File: src/rtl/als_pkg.sv
// rtl/als_pkg.sv - ALS ADC frame geometry, FSM encoding and frame packing shared with the master
package als_pkg;

  localparam int FRAME_BITS  = 16;
  localparam int LEAD_ZEROS  = 3;
  localparam int DATA_W      = 8;
  localparam int TRAIL_ZEROS = FRAME_BITS - LEAD_ZEROS - DATA_W;

  typedef enum logic [1:0] {
    IDLE  = 2'd0,
    SHIFT = 2'd1,
    TAIL  = 2'd2
  } als_state_e;

  // Frame word: leading zeros, sample MSB-first, trailing zeros.
  function automatic logic [FRAME_BITS-1:0] pack_frame(input logic [DATA_W-1:0] data);
    logic [FRAME_BITS-1:0] f;
    f = '0;
    f[FRAME_BITS-1-LEAD_ZEROS -: DATA_W] = data;
    return f;
  endfunction

endpackage

File: src/rtl/als_adc_responder_if.sv
// rtl/als_adc_responder_if.sv - SPI pins and host sample/status signals of the ALS ADC responder
interface als_adc_responder_if;
  import als_pkg::*;

  logic              cs_n;
  logic              sclk;
  logic              sdo;
  logic              sdo_oe;
  logic [DATA_W-1:0] sample;
  logic              sample_valid;
  logic              busy;
  logic              frame_done;
  logic              frame_abort;
  logic              quiet_err;

  modport slave (
    input  cs_n, sclk, sample, sample_valid,
    output sdo, sdo_oe, busy, frame_done, frame_abort, quiet_err
  );

  modport master (
    output cs_n, sclk, sample, sample_valid,
    input  sdo, sdo_oe, busy, frame_done, frame_abort, quiet_err
  );

endinterface

File: src/rtl/spi_in_sync.sv
// rtl/spi_in_sync.sv - multi-stage synchronizer with single-cycle rise/fall detect
module spi_in_sync #(
  parameter int   STAGES     = 2,
  parameter logic IDLE_LEVEL = 1'b1
) (
  input  logic clk,
  input  logic resetn,
  input  logic d,
  output logic q,
  output logic rise,
  output logic fall
);

  logic [STAGES-1:0] chain;

  always_ff @(posedge clk or negedge resetn) begin
    if (!resetn) begin
      chain <= {STAGES{IDLE_LEVEL}};
    end else begin
      chain <= {chain[STAGES-2:0], d};
    end
  end

  // Edges compare the two oldest stages; q is the older of the pair.
  assign q    = chain[STAGES-1];
  assign rise = ~chain[STAGES-1] &  chain[STAGES-2];
  assign fall =  chain[STAGES-1] & ~chain[STAGES-2];

endmodule

File: src/rtl/als_adc_responder.sv
// rtl/als_adc_responder.sv - SPI responder emulating the ambient-light-sensor ADC frame on sdo
module als_adc_responder
  import als_pkg::*;
#(
  parameter int SYNC_STAGES = 2,
  parameter int QUIET_MIN   = 4
) (
  input logic               clk,
  input logic               resetn,
  als_adc_responder_if.slave bus
);

  localparam int CNT_W = $clog2(FRAME_BITS);
  localparam int QW    = $clog2(QUIET_MIN + 1);

  logic cs_q, cs_rise, cs_fall;
  logic sclk_fall, sclk_unused_q, sclk_unused_rise;

  als_state_e state, next_state;

  logic [FRAME_BITS-1:0] shreg;
  logic [CNT_W-1:0]      bit_cnt;
  logic [DATA_W-1:0]     holding;
  logic [DATA_W-1:0]     snapshot;
  logic [QW-1:0]         quiet_cnt;
  logic                  last_bit;

  spi_in_sync #(.STAGES(SYNC_STAGES), .IDLE_LEVEL(1'b1)) u_cs_sync (
    .clk    (clk),
    .resetn (resetn),
    .d      (bus.cs_n),
    .q      (cs_q),
    .rise   (cs_rise),
    .fall   (cs_fall)
  );

  spi_in_sync #(.STAGES(SYNC_STAGES), .IDLE_LEVEL(1'b1)) u_sclk_sync (
    .clk    (clk),
    .resetn (resetn),
    .d      (bus.sclk),
    .q      (sclk_unused_q),
    .rise   (sclk_unused_rise),
    .fall   (sclk_fall)
  );

  assign last_bit = (bit_cnt == CNT_W'(FRAME_BITS - 1));
  // A sample arriving in the cs_fall cycle wins over the held value.
  assign snapshot = bus.sample_valid ? bus.sample : holding;

  always_ff @(posedge clk or negedge resetn) begin
    if (!resetn) begin
      state <= IDLE;
    end else begin
      state <= next_state;
    end
  end

  always_comb begin
    next_state = state;
    case (state)
      IDLE:    if (cs_fall) next_state = SHIFT;
      SHIFT: begin
        if (cs_rise)                    next_state = IDLE;
        else if (sclk_fall && last_bit) next_state = TAIL;
      end
      TAIL:    if (cs_rise) next_state = IDLE;
      default: next_state = IDLE;
    endcase
  end

  always_ff @(posedge clk or negedge resetn) begin
    if (!resetn) begin
      shreg     <= '0;
      bit_cnt   <= '0;
      holding   <= '0;
      quiet_cnt <= QW'(QUIET_MIN);
    end else begin
      if (bus.sample_valid) begin
        holding <= bus.sample;
      end
      if (cs_q) begin
        if (quiet_cnt < QW'(QUIET_MIN)) quiet_cnt <= quiet_cnt + 1'b1;
      end else begin
        quiet_cnt <= '0;
      end
      if (state == IDLE && cs_fall) begin
        shreg   <= pack_frame(snapshot);
        bit_cnt <= '0;
      end else if (state == SHIFT && !cs_rise && sclk_fall && !last_bit) begin
        shreg   <= {shreg[FRAME_BITS-2:0], 1'b0};
        bit_cnt <= bit_cnt + 1'b1;
      end
    end
  end

  always_comb begin
    bus.sdo         = 1'b0;
    bus.sdo_oe      = 1'b0;
    bus.busy        = 1'b0;
    bus.frame_done  = 1'b0;
    bus.frame_abort = 1'b0;
    bus.quiet_err   = cs_fall && (quiet_cnt < QW'(QUIET_MIN));
    case (state)
      SHIFT: begin
        bus.sdo         = shreg[FRAME_BITS-1];
        bus.sdo_oe      = 1'b1;
        bus.busy        = 1'b1;
        bus.frame_done  = !cs_rise && sclk_fall && last_bit;
        bus.frame_abort = cs_rise;
      end
      TAIL: begin
        bus.sdo_oe = 1'b1;
        bus.busy   = 1'b1;
      end
      default: ;
    endcase
  end

endmodule

File: src/flat_wrapper.sv
// flat-port wrapper written by rule: the top's interface ports become plain ports
module als_adc_responder_flat import als_pkg::*;
#(
  parameter int SYNC_STAGES = 2,
  parameter int QUIET_MIN   = 4
)
  (clk, resetn, bus_cs_n, bus_sclk, bus_sample, bus_sample_valid, bus_sdo, bus_sdo_oe, bus_busy, bus_frame_done, bus_frame_abort, bus_quiet_err);
  als_adc_responder_if bus_i ();
  input logic clk;
  input logic resetn;
  input wire logic [$bits(bus_i.cs_n)-1:0] bus_cs_n;
  input wire logic [$bits(bus_i.sclk)-1:0] bus_sclk;
  input wire logic [$bits(bus_i.sample)-1:0] bus_sample;
  input wire logic [$bits(bus_i.sample_valid)-1:0] bus_sample_valid;
  output wire logic [$bits(bus_i.sdo)-1:0] bus_sdo;
  output wire logic [$bits(bus_i.sdo_oe)-1:0] bus_sdo_oe;
  output wire logic [$bits(bus_i.busy)-1:0] bus_busy;
  output wire logic [$bits(bus_i.frame_done)-1:0] bus_frame_done;
  output wire logic [$bits(bus_i.frame_abort)-1:0] bus_frame_abort;
  output wire logic [$bits(bus_i.quiet_err)-1:0] bus_quiet_err;
  assign bus_i.cs_n = bus_cs_n;
  assign bus_i.sclk = bus_sclk;
  assign bus_i.sample = bus_sample;
  assign bus_i.sample_valid = bus_sample_valid;
  assign bus_sdo = bus_i.sdo;
  assign bus_sdo_oe = bus_i.sdo_oe;
  assign bus_busy = bus_i.busy;
  assign bus_frame_done = bus_i.frame_done;
  assign bus_frame_abort = bus_i.frame_abort;
  assign bus_quiet_err = bus_i.quiet_err;
  als_adc_responder #(.SYNC_STAGES(SYNC_STAGES), .QUIET_MIN(QUIET_MIN)) u_core (.clk(clk), .resetn(resetn), .bus(bus_i));
endmodule
File: config.mk
export PLATFORM = sky130hd
export DESIGN_NAME = als_adc_responder_flat
export DESIGN_NICKNAME = d
export VERILOG_FILES = /design/src/rtl/als_pkg.sv /design/src/rtl/als_adc_responder_if.sv /design/src/rtl/spi_in_sync.sv /design/src/rtl/als_adc_responder.sv /design/src/flat_wrapper.sv
export SDC_FILE = /design/constraint.sdc
export NUM_CORES = 1
export LEC_CHECK = 0
export CAP_MARGIN = 20
export CORE_MARGIN = 8
export CORE_UTILIZATION = 54
export DETAILED_ROUTE_END_ITERATION = 16
export PLACE_DENSITY = 0.82
export SYNTH_ARGS = -nofsm -noshare
export SYNTH_HDL_FRONTEND = slang
export SYNTH_HIERARCHICAL = 1
export SYNTH_SLANG_ARGS = --single-unit
File: constraint.sdc
create_clock -name clk -period 2.1 [get_ports clk]
set_input_delay 0.42 -clock clk [delete_from_list [all_inputs] [get_ports clk]]
set_output_delay 0.42 -clock clk [all_outputs]
set_load 0.005 [all_outputs]
# Word-level counts from Yosys, hierarchy flattened
# Index checks and enable logic that the tools add are counted.
# totals
reg_bits,37
latch_bits,0
mem_bits_rw,0
rom_bits,0
inputBits,13
out_inout_bits,6
elab_cells,53
memories,0
# op_classes
addsub,2
n_mul,0
div,0
order_cmp,1
eq_ne,7
n_shift,0
n_mux,16
n_bitwise,6
reduce_logical,14
# ops
operator,n
16-bit two-way mux,2
1-bit logical AND,8
2-bit two-way mux,4
4-bit two-way mux,2
8-bit two-way mux,1
3-bit two-way mux,2
2-bit by 1-bit != test with 1-bit output (second input constant),3
2-bit one-hot mux with 3 select lines,1
4-bit by 1-bit adder with 4-bit output (second input constant),1
4-bit == test (second input constant),1
1-bit two-way mux,4
3-bit by 1-bit adder with 3-bit output (second input constant),1
1-bit AND,3
3-bit < comparator (second input constant),1
3-bit by 1-bit != test with 1-bit output (second input constant),1
1-bit inverter,3
3-bit AND reduction,1
2-bit by 1-bit == test with 1-bit output (second input constant),1
2-bit == test (second input constant),1
1-bit zero test,2
2-bit zero test,1
2-bit nonzero test,1
2-bit OR reduction,1

# Longest topological paths before layout
# Gate-level depths: netlist of the first run.
# depth
depth_word,8
ltp_mapped,7

# Hierarchy
# Netlist of the first run, hierarchy kept.
# by_module_without_submodules
module,n_inst,cells_each,area_per_inst_um2,seq_area_each_um2
als_adc_responder,1,127,1383.8,701.9
spi_in_sync,2,4,67.6,52.6

# Worst setup path after synthesis of the first run
# No wires, ideal clock.
# synth_timing
path_type,flip-flop to flip-flop
startpoint,reg u_core.u_cs_sync.chain[0]
endpoint,reg u_core.state[0]
setup_time_ns,0.128
arrival_time_ns,1.434
required_ns,1.972
path_slack_ns,0.538
stages_incl_launch_ff,5
n_path_buf,0
synth_period_minus_slack_ns,1.562
path_cell_list,dfstp_2 -> nor2b_1 -> and2b_1 -> a211oi_2 -> mux2_1
# synth_lines
element,line,text
start: declaration,spi_in_sync.sv:14,logic [STAGES-1:0] chain;
start signal: assignment,spi_in_sync.sv:18,chain <= {STAGES{IDLE_LEVEL}};
start signal: assignment,spi_in_sync.sv:20,"chain <= {chain[STAGES-2:0], d};"
1-bit AND *,spi_in_sync.sv:26,assign rise = ~chain[STAGES-1] & chain[STAGES-2];
net u_core.cs_rise,als_adc_responder.sv:16,"logic cs_q, cs_rise, cs_fall;"
"3-bit by 1-bit != test with 1-bit output (no source line), or another cell as far along",n/a,
3-bit AND reduction (no source line) or 2-bit one-hot mux with 3 select lines (tied branches),n/a,
end signal: assignment,als_adc_responder.sv:54,state <= next_state;
end: declaration,als_adc_responder.sv:19,"als_state_e state, next_state;"
# The timed path passes the listed nets; every way through them passes the cells marked *.
# A chain may end at the register's enable or synchronous reset.

# Worst setup path in the final report of the first run
# layout_timing
startpoint,reg u_core.u_cs_sync.chain[1]
endpoint,out bus_frame_done
# layout_between
elab_chain_len,6
# layout_lines
element,line,text
1-bit inverter,spi_in_sync.sv:26,
1-bit AND,spi_in_sync.sv:26,
net u_core.cs_rise,als_adc_responder.sv:16,
1-bit zero test,als_adc_responder.sv:108,bus.frame_done = !cs_rise && sclk_fall && last_bit;
1-bit logical AND (2 in a row),als_adc_responder.sv:108,
1-bit two-way mux,als_adc_responder.sv:103,case (state)
end: declaration,flat_wrapper.sv:18,output wire logic [$bits(bus_i.frame_done)-1:0] bus_frame_done;
# The timed path passes the listed nets, and every way through them passes these cells.

==> results of run 1 <==
[power breakdown]
part | internal (W) | total [W] | switching (W)
Combinational | 0.000241 | 0.000474 | 0.000233
Sequential | 0.000778 | 0.000873 | 0.0000950
Clock | 0.000249 | 0.000456 | 0.000207
Total | 0.00127 | 0.00180 | 0.000535
[per-stage QoR]
| step | std cells | total power, W | cell area [sq um] | utilization | setup WS, ns |
|---|---|---|---|---|---|
| 2_1_floorplan | 134 | 0.00119 | 1510 | - | 0.538 |
| 3_3_place_gp | 178 | 0.00131 | 1700 | 0.627 | 0.241 |
| 3_5_place_dp | 178 | 0.00135 | 1700 | 0.627 | 0.195 |
| 4_1_cts | 188 | 0.00183 | 1810 | 0.667 | 0.00129 |
| 5_1_grt | 189 | 0.00193 | 1820 | 0.673 | 0.0712 |
| 6_report | 189 | 0.00180 | 1820 | 0.673 | 0.170 |
[layout by cell type (no fill, tap or decap)]
cell and instances:
clkdlybuf4s50_1 12, and3b_2 1, and2b_2 2, o21ai_0 14
a21oi_1 13, o32a_1 1, clkbuf_1 1, bufinv_16 1
nor2b_1 4, or3_1 1, and3_4 1, nand3b_4 1
clkinv_2 1, nor3_1 2, dfrtp_1 27, a211oi_2 1
mux2_2 8, clkbuf_4 5, a31oi_1 7, xnor2_1 1
and2b_1 1, dfstp_2 5, dlygate4sd2_1 3, nand3_1 6
o311ai_0 1, nor2_1 8, o41ai_1 1, buf_4 6
ha_4 1, dlymetal6s2s_1 3, and4b_1 1, o21a_1 1
and2_1 4, nand4_1 1, mux2i_1 1, mux2_1 1
nand2_1 2, ha_1 5, inv_2 2, nor2b_4 1
[what timing repair did]
action | CTS | global route
setup buffers | 2 | 1
gates resized for setup | 9 | 3
endpoints found under the setup margin | 4 | 3
[layer usage]
metal	vias up	routed length (um)
met5	-	0
met4	0	74
met3	7	240
met2	53	1450
met1	555	1180
li1	527	-
[critical path: cells and delay by family (launching register included)]
| family | cells | cell delay (ns) |
|---|---|---|
| DFF | 1 | 0.54 |
| buffers and inverters | 2 | 0.35 |
| and+or+nand+nor | 3 | 0.28 |
[final cells by class]
class	count	area [sq um]
Fill cell	219	887
Sequential cell	32	807
Multi-Input combinational cell	92	664
Timing Repair Buffer	24	229
Clock buffer	6	41.3
Tap cell	31	38.8
Clock inverter	2	35.0
Inverter	2	7.51
[registers in the layout (all words and copies together) (netlist names)]
signal                    cells
u_core/shreg                 11
u_core/holding                8
u_core/bit_cnt                4
u_core/quiet_cnt              3
u_core/state                  2
u_core/u_cs_sync/chain        2
u_core/u_sclk_sync/chain      2
[worst paths after layout]
path	startpoint	endpoint	slack [ns]	cells after the start
min	u_core/u_sclk_sync/chain[0]$_DFF_PN1_	u_core/u_sclk_sync/chain[1]$_DFF_PN1_	0.37	0
min reg2reg	u_core/u_sclk_sync/chain[0]$_DFF_PN1_	u_core/u_sclk_sync/chain[1]$_DFF_PN1_	0.37	0
max	u_core/u_cs_sync/chain[1]$_DFF_PN1_	bus_frame_done	0.17	5
min in group asynchronous	resetn	u_core/shreg[5]$_DFFE_PN0P_	0.47	2
max in group asynchronous	resetn	u_core/u_sclk_sync/chain[1]$_DFF_PN1_	1.31	2
max reg2reg	u_core/u_cs_sync/chain[0]$_DFF_PN1_	u_core/bit_cnt[3]$_DFFE_PN0P_	0.51	3
==> results.tsv, run 1 <==
metric	value	unit
met1 GRT Util	0.158	
Congestion Overflow GR	0	
Mapped Nets	153	
hold buffer count at cts	0	
layout cells sized above 1	0.228	
Residual DRC	0	
status	finished, final reports clean	
pins over their slew limit	0	
GRT Overall Usage	0.147	
Power per Cell Area	989	nW/um^2
Worst path slowest cell	dfstp_2	
Final Hold Viols	0	
Rel. slew slack	0.625	
core area	2710	sq um
Clk Latency, worst-skew pair	0.33	ns
Clk pin slew, worst setup/hold paths	0.10	ns
1st-pass router iterations	4	
Worst Path Arrival	1.51	ns
Post-Syn Area	1510	sq um
CTS tree	done	
Syn Area/Cell	11.3	sq um
DP HPWL	2.01	mm
Clock Path Buffers	2	
Final ANT Viol Nets	0	
via count	1142	
Lkg Pwr	0.822	nW
Peak VDD IR	0.000978	V
Hold Slack	0.371	ns
GR met2 Demand/Resource	0.241	
Setup CP Type	reg2out	
H-Tree Depth	2	
global-route wire length before repair	5.21	mm
Vias/cell	6.04	
Num CTS Buffers	5	
Port Buffers	18	
GRT Max-Usage Layer	met2	
# clock sinks	32	
largest net degree at the start of global routing	33	
ANT cells	0	
antenna violations before repair	0	
placer's final routability congestion estimate	0.780	
Die Footprint	4750	sq um
crit-path max FO	5	
crit path cell chain	buf_4 > nor2b_4 > nand3b_4 > nor2_1 > dlygate4sd2_1	
Fmax achieved	518	MHz
WL final	2.94	mm
IO Pins	19	
Worst-Margin Slew	0.563	ns
max incr delay on CP	0.54	ns
Setup crit start kind	flip-flop	
Die X	68.9	um
required time worst endpoint	1.68	ns
Setup crit end kind	primary output	
post-synthesis cell count	134	
crit share post-route	0.919	
initial core utilization	0.558	
GR Util met3	0.0517	
max-cap violations	0	
Min-Delay Path Class	reg2reg	
vias in the first global route	1203	
routed len/inst	15.5	um
row count	19	
Yosys warnings	6	
CTS root buffer	clkbuf_4	
setup_tns	0	ns
endpoints failing setup	0	
Die Ht	68.9	um
post-layout minimum cycle time	1.93	ns
area grow syn2layout	20.5	%
nets	176	
Layout Skew	0.00858	ns
unrepaired setup endpoints after global routing	no	
Initial DRC Count	77	
(Power assumes the default switching activity.)
==> run 2, diff against run 1 <==
--- a/config.mk
+++ b/config.mk
@@ -8,6 +8,7 @@
 export CAP_MARGIN = 20
 export CORE_MARGIN = 8
 export CORE_UTILIZATION = 54
+export CTS_BUF_LIST = sky130_fd_sc_hd__clkbuf_8 sky130_fd_sc_hd__clkbuf_16
 export DETAILED_ROUTE_END_ITERATION = 16
 export PLACE_DENSITY = 0.82
 export SYNTH_ARGS = -nofsm -noshare
==> run 2 against run 1 <==
Clock power rose by 24%. Register-to-register slack worse by 0.07 ns. Via count fell by 1.2%. Total power is 7.4% higher. Worst setup slack got worse by 0.054 ns. Global-route usage is 0.17 points lower. Combinational power increased by 6.3%. Die area stayed put. Hold slack got worse by 0.0058 ns. Clock skew shrank 0.0040 ns. Core utilization up 1.3 points. Clock-buffer cell count down 1.
==> results.tsv, run 2 (same netlist as run 1, synthesis figures left out) <==
metric	value	unit
status	finished, final reports clean	
WL final	2.95	mm
initial core utilization	0.558	
CP startpoint	u_core/state[1]$_DFFE_PN0P_	
layout cells sized above 1	0.226	
CTS root buffer	clkbuf_8	
core area	2710	sq um
global-route wire length before repair	5.15	mm
Vias/cell	5.94	
Layout Skew	0.00456	ns
H-Tree Depth	2	
crit-path max FO	5	
Power per Cell Area	1040	nW/um^2
Fmax achieved	504	MHz
Die Footprint	4750	sq um
unrepaired setup endpoints after global routing	no	
Setup CP Type	reg2out	
hold path start	u_core/u_sclk_sync/chain[0]$_DFF_PN1_	
via count	1128	
row count	19	
Setup crit end kind	primary output	
ANT cells	0	
Clk Latency, worst-skew pair	0.28	ns
Min-Delay Path Class	reg2reg	
Setup crit start kind	flip-flop	
Port Buffers	18	
Worst Path Arrival	1.56	ns
setup_tns	0	ns
# clock sinks	32	
required time worst endpoint	1.68	ns
commonest non-fill, non-tap cells in the layout	dfrtp_1, clkdlybuf4s50_1, o21ai_0	
post-layout minimum cycle time	1.98	ns
1st-pass router iterations	4	
Num CTS Buffers	5	
crit path cell chain	inv_2 > ha_4 > and2_1 > clkdlybuf4s50_1	
biggest registers after layout	u_core/shreg: 11 flops, u_core/holding: 8 flops, u_core/bit_cnt: 4 flops	
GRT Overall Usage	0.146	
Peak VDD IR	0.00101	V
Lkg Pwr	0.821	nW
Final Hold Viols	0	
routed len/inst	15.5	um
DP HPWL	2.01	mm
fill count	211	
Die Ht	68.9	um
vias in the first global route	1180	
Clk pin slew, worst setup/hold paths	0.06	ns
nets	177	
Largest register FFs	11	
max-cap violations	0	
Rel. slew slack	0.633	
most common cell after layout, fill and taps aside	dfrtp_1	
CTS tree	done	
Post-DP Area	1700	sq um
Final ANT Viol Nets	0	
endpoints failing setup	0	
Worst-Margin Slew	0.551	ns
IO Pins	19	
Worst path slowest cell	clkdlybuf4s50_1	
largest net degree at the start of global routing	33	
Die X	68.9	um
final instance area	1860	sq um
FF-to-FF Start	u_core/u_cs_sync/chain[0]$_DFF_PN1_	
pins over their slew limit	0	
crit share post-route	0.945	
Initial DRC Count	79	
antenna violations before repair	0	
placer's final routability congestion estimate	0.780	
max incr delay on CP	0.50	ns
area grow syn2layout	22.8	%
Residual DRC	0	
Congestion Overflow GR	0	
Clock Path Buffers	2	
Top reg by flops	u_core/shreg	
-- run 2: per-layer routing --
| layer | wire [um] | part of all wire | GRT usage | vias up |
|---|---|---|---|---|
| met2 | 1460 | 0.50 | 0.242 | 40 |
| met5 | 0 | 0 | 0 | - |
| met1 | 1190 | 0.40 | 0.155 | 551 |
| li1 | - | - | - | 530 |
| met4 | 57 | 0.019 | 0.0827 | 0 |
| met3 | 240 | 0.081 | 0.0565 | 7 |
-- run 2: cell type report --
cell class	instances	area, sq um	share of cell area
Clock buffer	5	68.8	0.0370
Clock inverter	3	38.8	0.0209
Inverter	2	7.51	0.00404
Multi-Input combinational cell	92	664	0.358
Sequential cell	32	807	0.434
Tap cell	31	38.8	0.0209
Timing Repair Buffer	25	233	0.125
-- run 2: critical path: cells and delay by family (launching register included) --
family / cells / cell delay [ns]
buffers and inverters: 2 / 0.60
flip-flops: 1 / 0.40
adder cells (fa/ha/maj): 1 / 0.16
AND/OR/NAND/NOR: 1 / 0.13
-- run 2: timing repair --
item / CTS / global route
gates resized for setup: 7 / 1
setup buffers: 1 / 3
pin swaps: 0 / 0
gates cloned: 0 / 0
hold buffers: 0 / 0
setup endpoints to repair: 4 / 2
-- run 2: path summary, 6_finish.rpt --
kind | to | slack (ns) | depth (start not counted)
min | u_core/u_sclk_sync/chain[1]$_DFF_PN1_ | 0.36 | 0
min in group asynchronous | u_core/holding[3]$_DFF_PN0_ | 0.53 | 2
max in group asynchronous | u_core/u_sclk_sync/chain[1]$_DFF_PN1_ | 1.25 | 2
max reg2reg | u_core/state[0]$_DFFE_PN0P_ | 0.44 | 5
max | bus_sdo | 0.12 | 4
min reg2reg | u_core/u_sclk_sync/chain[1]$_DFF_PN1_ | 0.36 | 0
-- run 2: report_power, final --
part	total, W	internal (W)	switching [W]
sequential	0.000868	0.000780	0.0000884
clock	0.000565	0.000347	0.000218
combinational	0.000504	0.000261	0.000243
-- run 2: through the flow --
step	std cells	utilization	hold slack [ns]	worst slack (ns)	power (W)
after floorplan	134	-	0.124	0.538	0.00119
after global placement	178	0.627	0.355	0.241	0.00131
after detailed placement	178	0.627	0.358	0.195	0.00135
after CTS	187	0.676	0.367	0.0120	0.00193
after global routing	190	0.686	0.374	0.0439	0.00207
final	190	0.686	0.365	0.117	0.00194
==> run 3, diff against run 2 <==
--- a/config.mk
+++ b/config.mk
@@ -11,6 +11,7 @@
 export CTS_BUF_LIST = sky130_fd_sc_hd__clkbuf_8 sky130_fd_sc_hd__clkbuf_16
 export DETAILED_ROUTE_END_ITERATION = 16
 export PLACE_DENSITY = 0.82
+export SKIP_CTS_REPAIR_TIMING = 1
 export SYNTH_ARGS = -nofsm -noshare
 export SYNTH_HDL_FRONTEND = slang
 export SYNTH_HIERARCHICAL = 1
==> run 3 against run 2 <==
Cell area increased by 0.67%. Sequential power increased by 0.7%. Via count increased by 0.27%. Total power decreased by 0.81%. Register-to-register slack got worse by 0.08 ns. Global-route usage decreased by 0.43 points.
==> results.tsv, run 3 (same netlist as run 1, synthesis figures left out) <==
metric	value	unit
Clock Path Buffers	2	
unrepaired setup endpoints after global routing	no	
DP HPWL	2.01	mm
Layout Skew	0.00448	ns
end of the critical path	bus_busy	
most common cell after layout, fill and taps aside	dfrtp_1	
largest net degree at the start of global routing	33	
Die Footprint	4750	sq um
IO Pins	19	
CTS root buffer	clkbuf_8	
Post-DP Area	1700	sq um
WL final	2.91	mm
CP startpoint	u_core/state[0]$_DFFE_PN0P_	
Final Util	0.690	
Peak VDD IR	0.00101	V
setup_tns	0	ns
Congestion Overflow GR	0	
via count	1131	
biggest registers after layout	u_core/shreg: 11 flops, u_core/holding: 8 flops, u_core/bit_cnt: 4 flops	
FF-to-FF Start	u_core/u_cs_sync/chain[1]$_DFF_PN1_	
pins over their slew limit	0	
post-layout minimum cycle time	2.01	ns
Worst Path Arrival	1.59	ns
Setup crit start kind	flip-flop	
CTS tree	done	
H-Tree Depth	2	
Setup CP Type	reg2out	
Min-Delay Path Class	reg2reg	
Top reg by flops	u_core/shreg	
layout cells sized above 1	0.233	
required time worst endpoint	1.68	ns
Lkg Pwr	0.852	nW
status	finished, final reports clean	
Num CTS Buffers	5	
core area	2710	sq um
Setup crit end kind	primary output	
Largest register FFs	11	
initial core utilization	0.558	
ANT cells	0	
vias in the first global route	1162	
Final ANT Viol Nets	0	
row count	19	
Reg2Reg Depth	7	
antenna violations before repair	0	
Port Buffers	18	
r2r endpoint	u_core/bit_cnt[3]$_DFFE_PN0P_	
placer's final routability congestion estimate	0.780	
Die X	68.9	um
Rel. slew slack	0.630	
Clk Latency, worst-skew pair	0.28	ns
global-route wire length before repair	5.02	mm
Die Ht	68.9	um
Fmax achieved	499	MHz
GRT Overall Usage	0.141	
nets	177	
Clk pin slew, worst setup/hold paths	0.06	ns
crit-path max FO	3	
commonest non-fill, non-tap cells in the layout	dfrtp_1, clkdlybuf4s50_1, o21ai_0	
Residual DRC	0	
Worst-Margin Slew	0.555	ns
final instance area	1870	sq um
Initial DRC Count	82	
routed len/inst	15.3	um
Final Hold Viols	0	
# clock sinks	32	
1st-pass router iterations	4	
Power per Cell Area	1030	nW/um^2
crit share post-route	0.955	
Power, Total	0.00192	W
Vias/cell	5.95	
area grow syn2layout	23.7	%
endpoints failing setup	0	
max-cap violations	0	
Reg2Reg Setup Slack	0.36	ns
[run 3: cell count changes in the layout (fill, tap and decap cells not counted)]
cell and delta:
dlygate4sd2_1 -2, ha_2 +1, ha_1 -1, clkdlybuf4s50_1 -1, dlymetal6s2s_1 +3
[run 3: worst min-delay path by stage]
stage | end | depth (start not counted) | from
after floorplan | u_core/bit_cnt[0]$_DFFE_PN0P_ | 0 | resetn
after detailed placement | u_core/u_sclk_sync/chain[1]$_DFF_PN1_ | 0 | u_core/u_sclk_sync/chain[0]$_DFF_PN1_
final | u_core/u_sclk_sync/chain[1]$_DFF_PN1_ | 0 | u_core/u_sclk_sync/chain[0]$_DFF_PN1_
after CTS | u_core/u_sclk_sync/chain[1]$_DFF_PN1_ | 0 | u_core/u_sclk_sync/chain[0]$_DFF_PN1_
after global placement | u_core/u_sclk_sync/chain[1]$_DFF_PN1_ | 0 | u_core/u_sclk_sync/chain[0]$_DFF_PN1_
after global routing | u_core/u_sclk_sync/chain[1]$_DFF_PN1_ | 0 | u_core/u_sclk_sync/chain[0]$_DFF_PN1_
[run 3: layout make-up]
type / instances / area, sq um
flip-flops and latches: 32 / 807
repair buffers: 25 / 243
inverters: 2 / 7.51
well taps: 31 / 38.8
fillers: 206 / 840
multi-input cells: 92 / 667
clock inverters: 3 / 38.8
clock buffers: 5 / 68.8
[run 3: metrics by stage]
stage	hold slack (ns)	std cells	setup slack, ns
6_report	0.365	190	0.0940
5_1_grt	0.374	190	0.0212
4_1_cts	0.367	186	-0.129
3_5_place_dp	0.358	178	0.195
3_3_place_gp	0.355	178	0.241
2_1_floorplan	0.124	134	0.538
[run 3: metal layers]
layer,global-route usage,wire length (um),vias to the layer above
met3,0.0565,242,7
met5,0,0,-
met1,0.152,1200,549
met4,0.0827,57,0
li1,-,-,528
met2,0.230,1410,47
[run 3: power by group]
group	internal, W	switching [W]	total (W)
sequential	0.000780	0.0000939	0.000874
clock	0.000347	0.000217	0.000563
combinational	0.000250	0.000234	0.000484
total	0.00138	0.000545	0.00192
[run 3: critical path, cell delays in order (launching register included)]
cell,delay (ns)
dfrtp_1,0.40
inv_1,0.10
ha_1,0.30
clkdlybuf4s50_1,0.50
